[src/rtl/xmbox.sv]
// Memory-mapped mailbox: CPU-written TX FIFO drained by a stream sink, externally filled RX FIFO read by the CPU.
// Optional build macro XMBOX_IRQ_EN adds a registered irq output and the CTRL irq_mask bit.
module xmbox #(
    parameter int                DATA_W     = 32,
    parameter int                ADDR_W     = 12,
    parameter logic [ADDR_W-1:0] BASE_ADDR  = 12'h100,
    parameter int                DEPTH_LOG2 = 3
) (
    input  logic              clk,
    input  logic              rst,
    input  logic              data_sel,
    input  logic              data_we,
    input  logic [ADDR_W-1:0] data_addr,
    input  logic [DATA_W-1:0] data_to_wr,
    output logic [DATA_W-1:0] data_to_rd,
    output logic              tx_valid,
    input  logic              tx_ready,
    output logic [DATA_W-1:0] tx_data,
    input  logic              rx_push,
    input  logic [DATA_W-1:0] rx_data
`ifdef XMBOX_IRQ_EN
    ,
    output logic              irq
`endif
);

    localparam int DEPTH = 1 << DEPTH_LOG2;
    localparam logic [DEPTH_LOG2:0] FULL_CNT = DEPTH[DEPTH_LOG2:0];

    logic [DATA_W-1:0]     r_tx_mem [DEPTH];
    logic [DATA_W-1:0]     r_rx_mem [DEPTH];
    logic [DEPTH_LOG2-1:0] r_tx_wr, r_tx_rd, r_rx_wr, r_rx_rd;
    logic [DEPTH_LOG2:0]   r_tx_cnt, r_rx_cnt;
    logic                  r_rx_ovf;
    logic                  r_en;
`ifdef XMBOX_IRQ_EN
    logic                  r_irq_mask;
    logic                  r_irq;
`endif

    logic        w_hit;
    logic [1:0]  w_off;
    logic        w_wr, w_rd;
    logic        w_tx_full, w_tx_empty, w_rx_full, w_rx_empty;
    logic        w_tx_push, w_tx_pop, w_rx_push, w_rx_pop, w_rx_drop;
    logic        w_ctrl_wr, w_flush, w_ovf_clr;
    logic [DATA_W-1:0] w_status, w_ctrl;

    assign w_hit = data_sel & (data_addr[ADDR_W-1:2] == BASE_ADDR[ADDR_W-1:2]);
    assign w_off = data_addr[1:0];
    assign w_wr  = w_hit & data_we;
    assign w_rd  = w_hit & ~data_we;

    assign w_tx_full  = (r_tx_cnt == FULL_CNT);
    assign w_tx_empty = (r_tx_cnt == '0);
    assign w_rx_full  = (r_rx_cnt == FULL_CNT);
    assign w_rx_empty = (r_rx_cnt == '0);

    assign tx_valid = r_en & ~w_tx_empty;
    assign tx_data  = r_tx_mem[r_tx_rd];

    // A pop in the same cycle frees the slot, so a push into a full FIFO is still accepted.
    assign w_tx_pop  = tx_valid & tx_ready;
    assign w_tx_push = w_wr & (w_off == 2'd0) & (~w_tx_full | w_tx_pop);
    assign w_rx_pop  = w_rd & (w_off == 2'd1) & ~w_rx_empty;
    assign w_rx_push = rx_push & r_en & (~w_rx_full | w_rx_pop);
    assign w_rx_drop = rx_push & r_en & w_rx_full & ~w_rx_pop;

    assign w_ctrl_wr = w_wr & (w_off == 2'd3);
    assign w_flush   = w_ctrl_wr & data_to_wr[1];
    assign w_ovf_clr = w_wr & (w_off == 2'd2) & data_to_wr[4];

    always_ff @(posedge clk) begin
        if (w_tx_push) r_tx_mem[r_tx_wr] <= data_to_wr;
        if (w_rx_push) r_rx_mem[r_rx_wr] <= rx_data;
    end

    always_ff @(posedge clk) begin
        if (rst) begin
            r_tx_wr  <= '0;
            r_tx_rd  <= '0;
            r_tx_cnt <= '0;
            r_rx_wr  <= '0;
            r_rx_rd  <= '0;
            r_rx_cnt <= '0;
            r_rx_ovf <= 1'b0;
        end else if (w_flush) begin
            r_tx_wr  <= '0;
            r_tx_rd  <= '0;
            r_tx_cnt <= '0;
            r_rx_wr  <= '0;
            r_rx_rd  <= '0;
            r_rx_cnt <= '0;
            r_rx_ovf <= 1'b0;
        end else begin
            if (w_tx_push) r_tx_wr <= r_tx_wr + 1'b1;
            if (w_tx_pop)  r_tx_rd <= r_tx_rd + 1'b1;
            case ({w_tx_push, w_tx_pop})
                2'b10:   r_tx_cnt <= r_tx_cnt + 1'b1;
                2'b01:   r_tx_cnt <= r_tx_cnt - 1'b1;
                default: r_tx_cnt <= r_tx_cnt;
            endcase
            if (w_rx_push) r_rx_wr <= r_rx_wr + 1'b1;
            if (w_rx_pop)  r_rx_rd <= r_rx_rd + 1'b1;
            case ({w_rx_push, w_rx_pop})
                2'b10:   r_rx_cnt <= r_rx_cnt + 1'b1;
                2'b01:   r_rx_cnt <= r_rx_cnt - 1'b1;
                default: r_rx_cnt <= r_rx_cnt;
            endcase
            // A fresh overflow in the clearing cycle wins so the event is not lost.
            if (w_rx_drop)      r_rx_ovf <= 1'b1;
            else if (w_ovf_clr) r_rx_ovf <= 1'b0;
        end
    end

    always_ff @(posedge clk) begin
        if (rst) begin
            r_en <= 1'b0;
`ifdef XMBOX_IRQ_EN
            r_irq_mask <= 1'b0;
`endif
        end else if (w_ctrl_wr) begin
            r_en <= data_to_wr[0];
`ifdef XMBOX_IRQ_EN
            r_irq_mask <= data_to_wr[2];
`endif
        end
    end

`ifdef XMBOX_IRQ_EN
    always_ff @(posedge clk) begin
        if (rst) r_irq <= 1'b0;
        else     r_irq <= r_irq_mask & r_en & (~w_rx_empty | r_rx_ovf);
    end
    assign irq = r_irq;
`endif

    always_comb begin
        w_status    = '0;
        w_status[0] = w_tx_full;
        w_status[1] = w_tx_empty;
        w_status[2] = w_rx_full;
        w_status[3] = w_rx_empty;
        w_status[4] = r_rx_ovf;
        w_status[8 +: DEPTH_LOG2+1] = r_rx_cnt;
    end

    always_comb begin
        w_ctrl    = '0;
        w_ctrl[0] = r_en;
`ifdef XMBOX_IRQ_EN
        w_ctrl[2] = r_irq_mask;
`endif
    end

    always_comb begin
        data_to_rd = '0;
        if (w_rd) begin
            case (w_off)
                2'd1:    data_to_rd = w_rx_empty ? '0 : r_rx_mem[r_rx_rd];
                2'd2:    data_to_rd = w_status;
                2'd3:    data_to_rd = w_ctrl;
                default: data_to_rd = '0;
            endcase
        end
    end

endmodule

[config.mk]
export PLATFORM = sky130hd
export DESIGN_NAME = xmbox
export DESIGN_NICKNAME = d
export VERILOG_FILES = /design/src/rtl/xmbox.sv
export SDC_FILE = /design/constraint.sdc
export NUM_CORES = 1
export LEC_CHECK = 0
export BUFFER_PORTS_ARGS = -buffer_cell sky130_fd_sc_hd__buf_2
export CAP_MARGIN = 20
export CORE_UTILIZATION = 40
export DETAILED_ROUTE_END_ITERATION = 10
export MAX_ROUTING_LAYER = met4
export PLACE_DENSITY = 0.67
export SLEW_MARGIN = 20
export SYNTH_ARGS = -nofsm -noshare
export SYNTH_HDL_FRONTEND = slang
export SYNTH_SLANG_ARGS = --single-unit
[constraint.sdc]
create_clock -name clk -period 6.8 [get_ports clk]
set_clock_uncertainty 0.1 [all_clocks]
set_input_delay 1.7 -clock clk [delete_from_list [all_inputs] [get_ports clk]]
set_output_delay 1.7 -clock clk [all_outputs]
set_load 0.005 [all_outputs]
* Word-level counts from Yosys, hierarchy flattened
Memory sizes are Yosys's and may differ from the RTL's. A register that Yosys moved wholly into a read port is not among the register bits.
Index checks and enable logic that the tools add are counted.
** Word-level totals
- Memories :: 2
- Bits of input ports :: 82
- Bits in writable memories :: 512
- Output and inout port bits :: 65
- Bits in latches :: 0
- Bits in read-only memories :: 0
- Register bits after elaboration :: 22
** Memories
- r_rx_mem :: words 8, bits a word 32, rd ports 1, clocked after Yosys merged registers in 1, wr ports 1, line 31 : logic [DATA_W-1:0] r_rx_mem [DEPTH];
- r_tx_mem :: words 8, bits a word 32, rd ports 1, clocked after Yosys merged registers in 1, wr ports 1, line 30 : logic [DATA_W-1:0] r_tx_mem [DEPTH];
** Operators by class
- Shifts and indexed selects :: 0
- Order comparisons :: 0
- Add/subtract/negate cells :: 8
- Muxes and demuxes :: 15
- $mul :: 0
- Divide/modulo/power cells :: 0
- Reductions and logical operators :: 7
- Equal/unequal tests :: 10
- Bitwise operators :: 25
** Operators with widths (number)
- 32-bit one-hot mux with 3 select lines :: 1
- 32-bit 2-to-1 mux :: 2
- 1-bit bitwise AND :: 17
- 4-bit one-hot mux with 2 select lines :: 2
- 3-bit by 1-bit adder with 3-bit output, second input constant :: 4
- 3-bit 2-to-1 mux :: 4
- 10-bit by 7-bit equality test with 1-bit output, second input constant :: 1
- 4-bit by 1-bit adder with 4-bit output, second input constant :: 2
- 2-bit equality test, second input constant :: 4
- 4-bit equality test, second input constant :: 2
- 4-bit zero test :: 2
- 4-bit by 1-bit subtractor with 4-bit output, second input constant :: 2
- 2-bit by 1-bit equality test with 1-bit output, second input constant :: 3
- 1-bit 2-to-1 mux :: 6
- 1-bit inverter :: 6
- 2-bit nonzero test :: 3
- 2-bit zero test :: 1
- 1-bit OR :: 2
- 2-bit OR reduction :: 1

* Logic depth before layout (Yosys ltp)
- Word-level depth :: 9
- Gate-level depth with buffers :: 10

* Worst setup path after synthesis
Ideal clock, no wire load.
- Path kind :: input -> register
- Start :: input port data_addr[7]
- End :: memory r_rx_mem[4][0] (enable)
- Path slack :: -322 ps
- Required time :: 6187 ps
- Arrival :: 6508 ps
- Library setup time :: 513 ps
- Path buffers :: 0
- Stages on the path :: 5
- Cell sequence :: or4b_1 or4_4 o21ai_4 nand2_2 nor4b_1
** On the way
- Word-level cells in the longest chain between the ends :: 9
** RTL lines
- start: declaration :: line 13 : input logic [ADDR_W-1:0] data_addr,
- 10-bit by 7-bit equality test with 1-bit output :: line 49 : assign w_hit = data_sel & (data_addr[ADDR_W-1:2] == BASE_ADDR[ADDR_W-1:2]);
- 1-bit bitwise AND :: line 49
- 1-bit bitwise AND :: line 52 : assign w_rd = w_hit & ~data_we;
- 1-bit bitwise AND (2 in series) :: line 65 : assign w_rx_pop = w_rd & (w_off == 2'd1) & ~w_rx_empty;
- 1-bit OR :: line 66 : assign w_rx_push = rx_push & r_en & (~w_rx_full | w_rx_pop);
- 1-bit bitwise AND :: line 66
- 1-bit 2-to-1 mux :: line 75 : if (w_rx_push) r_rx_mem[r_rx_wr] <= rx_data;
- 1-bit 2-to-1 mux (not written as such) :: line 75
- end: declaration :: line 31
Every way passes these cells.

* Worst setup path after layout
- Start :: input port data_addr[3]
- End :: output port data_to_rd[13]
** On the way
- Word-level cells in the longest chain between the ends :: 4
** RTL lines
- 10-bit by 7-bit equality test with 1-bit output :: line 49
- 1-bit bitwise AND :: line 49
- 1-bit bitwise AND :: line 52
- 32-bit 2-to-1 mux :: line 158 : if (w_rd) begin
- end: declaration :: line 15 : output logic [DATA_W-1:0] data_to_rd,
Every way passes these cells.

==> key figures <==
Logic synthesis
  – Syn_nets: around 1100
  – Yosys reg bits: 540
  – FFs w/ async S/R, synth: 0%
  – Number of synthesis warnings: 0
  – Distinct cells, synth: 51
  – Seq/Total Area, Yosys: between 70 and 80%
  – Synth Instances: around 990
  – Top_reg_cell synth: edfxtp_1
  – Mapped Avg Cell Area: roughly 21 sq um
  – Post-synth EDFFs: 512
  – Netlist Area Pre-Place: roughly 21000 sq um

GRT
  – Top Usage Layer GRT: met2
  – GR met1 Demand/Resource: between 20% and 30%
  – GRT Resource Usage Total: about 16%
  – Vias in the first global route: 10500
  – Initial antenna violation count: 9
  – GR Util met2: about a quarter
  – Grt met3 use: roughly 3.4%
  – First-pass GRT wire length: around 63000 um
  – GRT overflow: 0
  – Largest net degree at the start of global routing: 50

Power
  – Logic pwr share: under 10%
  – Switching power: 1.25 mW
  – Switch share: between 10% and 20%
  – Maximum vdd drop: between 200 and 250 uV
  – P_leak: roughly 7.7 nW
  – Internal: approximately 5.3 mW
  – Reg power frac: 55.1%
  – Pwr per Cell Area: around 270 nW/um^2
  – Clock Power Share: between 40% and 50%

Min path
  – Hold crit path type: flop to flop
  – Hold Path Depth: 2
  – Hold wc startpoint: r_rx_rd[1]

Floorplan
  – Core Area: between 50000 and 60000 sq um
  – Die height: 231 um
  – FP Rows: 83
  – Initial Util: 40.7%
  – Die ar.: ~53000 sq um
  – Ports: about 150
  – Die Wd: 231 um

STA
  – Crit path time final: roughly 5.3 ns
  – Max Slew Vio Count: 0
  – Final worst path period share: ~80%
  – Slew margin rel.: a little under a third
  – Max Fclk: 189 MHz
  – # setup viols final: 0
  – Final hold violation count: 0
  – Hold_ws: about 0.38 ns
  – Worst Max-Slew Pin Slew: 1.05 ns
  – Setup TNS: 0 ns
  – RSZ-0062 raised after global routing: false
  – Min setup slack post-route: between 1.5 and 2 ns

Detailed routing
  – Vias/cell: 5.25
  – Violation count after the first detailed-route iteration: between 600 and 700
  – Vias: 9945
  – Drt first pass iters: 4
  – Avg WL per Cell: around 21 um
  – Final WL: between 40000 and 50000 um
  – DRC Markers: 0
  – Final ANT Viol Nets: 0

Worst setup path
  – Reg2Reg Depth: 6
  – CP Max Fanout: 24
  – CP required: ~5 ns
  – Startpoint Class: input pin
  – R2r setup slk: between 3 and 4 ns
  – FF-to-FF Start: r_rx_cnt[0]
  – Crit path DAT: between 3 and 4 ns
  – Crit Path Class: input pin to output pin
  – CP Capture Type: output pin
  – Reg2reg end: r_rx_mem[7][30]

Clock tree
  – Clk Tree Root Cell: clkbuf_16
  – Htree depth: 2
  – Resized cells post-CTS: 0
  – Worst skew pair latency: between 0.5 and 0.6 ns
  – CTS sink count: 540
  – Clock Pin Slew Worst Setup and Hold Paths: 0.06 ns
  – CTS tree: done
  – Num CTS Buffers: 54
  – Hold Buf Count CTS: 0
  – Deepest clock path buffer count: 3
  – Setup bufs post-CTS: 0

Finish
  – Layout cells sized above 1: between 30 and 40%
  – Synthesis-to-finish area growth: 16.4%
  – Layout filler cell count: 4289
  – Final core occ: between 40% and 50%
  – # nets final: 1253
  – Multi-input logic area: between 4000 and 5000 sq um
  – Register area: roughly 16000 sq um

Place
  – Gpl congestion: slightly above 0.8
  – Final HPWL DP: 22800 um
  – Setup WS pre-CTS: around 1.5 ns
  – IO buf count: between 100 and 150

Outcome
  – Outcome: finished, final reports clean

Job
  – Total of max-cap violations: 0
-- cells in the final DEF (no fill, tap or decap), drive strengths merged, types with 3 or more instances in the layout --
cell type  instances
dfxtp             28
xnor2              3
clkinv            21
or2                4
edfxtp           512
buf              169
o21ai              9
nand3             10
mux2i             36
bufinv             6
a21o               3
clkinvlp           5
or4                3
ha                 7
or3                4
mux2              32
a21oi             18
xor2               4
mux4             128
nor4               6
nand2             17
nor3b              5
diode             11
nor4b              3
nor3              11
nor2              61
clkbuf            63
a211oi             3
nand4              5
inv               10
-- power groups by stage --
stage	clock (mW)	sequential [mW]	combinational [mW]
6_report	2.89	3.63	0.0671
5_1_grt	3.08	3.63	0.0749
4_1_cts	2.96	3.63	0.0678
3_5_place_dp	0	3.70	0.0678
3_3_place_gp	0	3.70	0.0627
2_1_floorplan	0	3.71	0.00757
-- stage by stage --
stage | power (mW) | instances | area, sq um
finish | 6.59 | 1896 | 24400
global route | 6.79 | 1894 | 24400
CTS | 6.66 | 1884 | 24400
detailed placement | 3.77 | 1786 | 22600
global placement | 3.77 | 1786 | 22600
floorplan | 3.71 | 986 | 21000
-- critical path, cell delays in order --
cell and delay [ns]:
buf_2 0.09, or4_4 0.59, nor4_4 0.44, nand2_1 0.09
buf_4 0.25, nor2_1 0.17, buf_2 0.13
-- layout make-up --
class	count	area share (%)
antenna	11	0.113
clock buffer	63	5.67
clock inverter	35	1.45
inverter	7	0.108
multi-input combinational	391	20.1
sequential	540	65.3
tap	680	3.48
timing repair buffer	169	3.75
-- synth_stat cells, drive strengths merged, types with 5 or more instances --
library cell,n,area [sq um]
a21oi,18,90.1
nand3,10,55.1
mux2,32,360
ha,7,87.6
dfxtp,28,561
nand2,17,66.3
nor3,11,65.1
clkbuf,27,101
inv,7,26.3
nor2,61,236
nor3b,5,52.6
buf,21,103
nor4,6,67.6
o21ai,9,67.6
edfxtp,512,15400
mux4,128,2880
nand4,5,31.3
mux2i,36,360
-- state kept, by name, summed over array words and instances (netlist names), named ones only --
register and cells:
r_tx_mem 256, r_en 1, r_rx_wr 3, r_tx_cnt 4, r_tx_wr 3, r_rx_mem 256, r_tx_rd 3, r_rx_rd 3
r_rx_ovf 1, r_rx_cnt 4
-- cell families (layout without fill, tap and decap cells) --
logic type      Yosys count  count (layout)  synth area share (%)
mux                     196             196                  17.2
simple gates            140             140                  3.69
buf+inv                  55             274                  1.10
fa+ha+maj                 8               8                 0.513
flops                   540             540                  76.0
xor+xnor                  7               7                 0.292
compound gates           40              40                  1.22
other cells               0              11                     0
-- layer usage --
metal | up-vias | share of wire (%)
met1 | 5173 | 42
met3 | 60 | 5.7
met4 | 0 | 2.1
met2 | 243 | 50
met5 | - | 0
li1 | 4469 | -
-- worst max path at each step --
stage,start,end,depth (start not counted)
finish,data_addr[3],data_to_rd[13],7
global route,data_addr[7],data_to_rd[15],7
CTS,data_addr[3],data_to_rd[15],7
detailed placement,data_addr[3],data_to_rd[15],7
global placement,data_addr[3],data_to_rd[15],7
floorplan,data_addr[7],r_rx_mem[4][0],5
No activity file was read; power rests on OpenSTA's default activity.
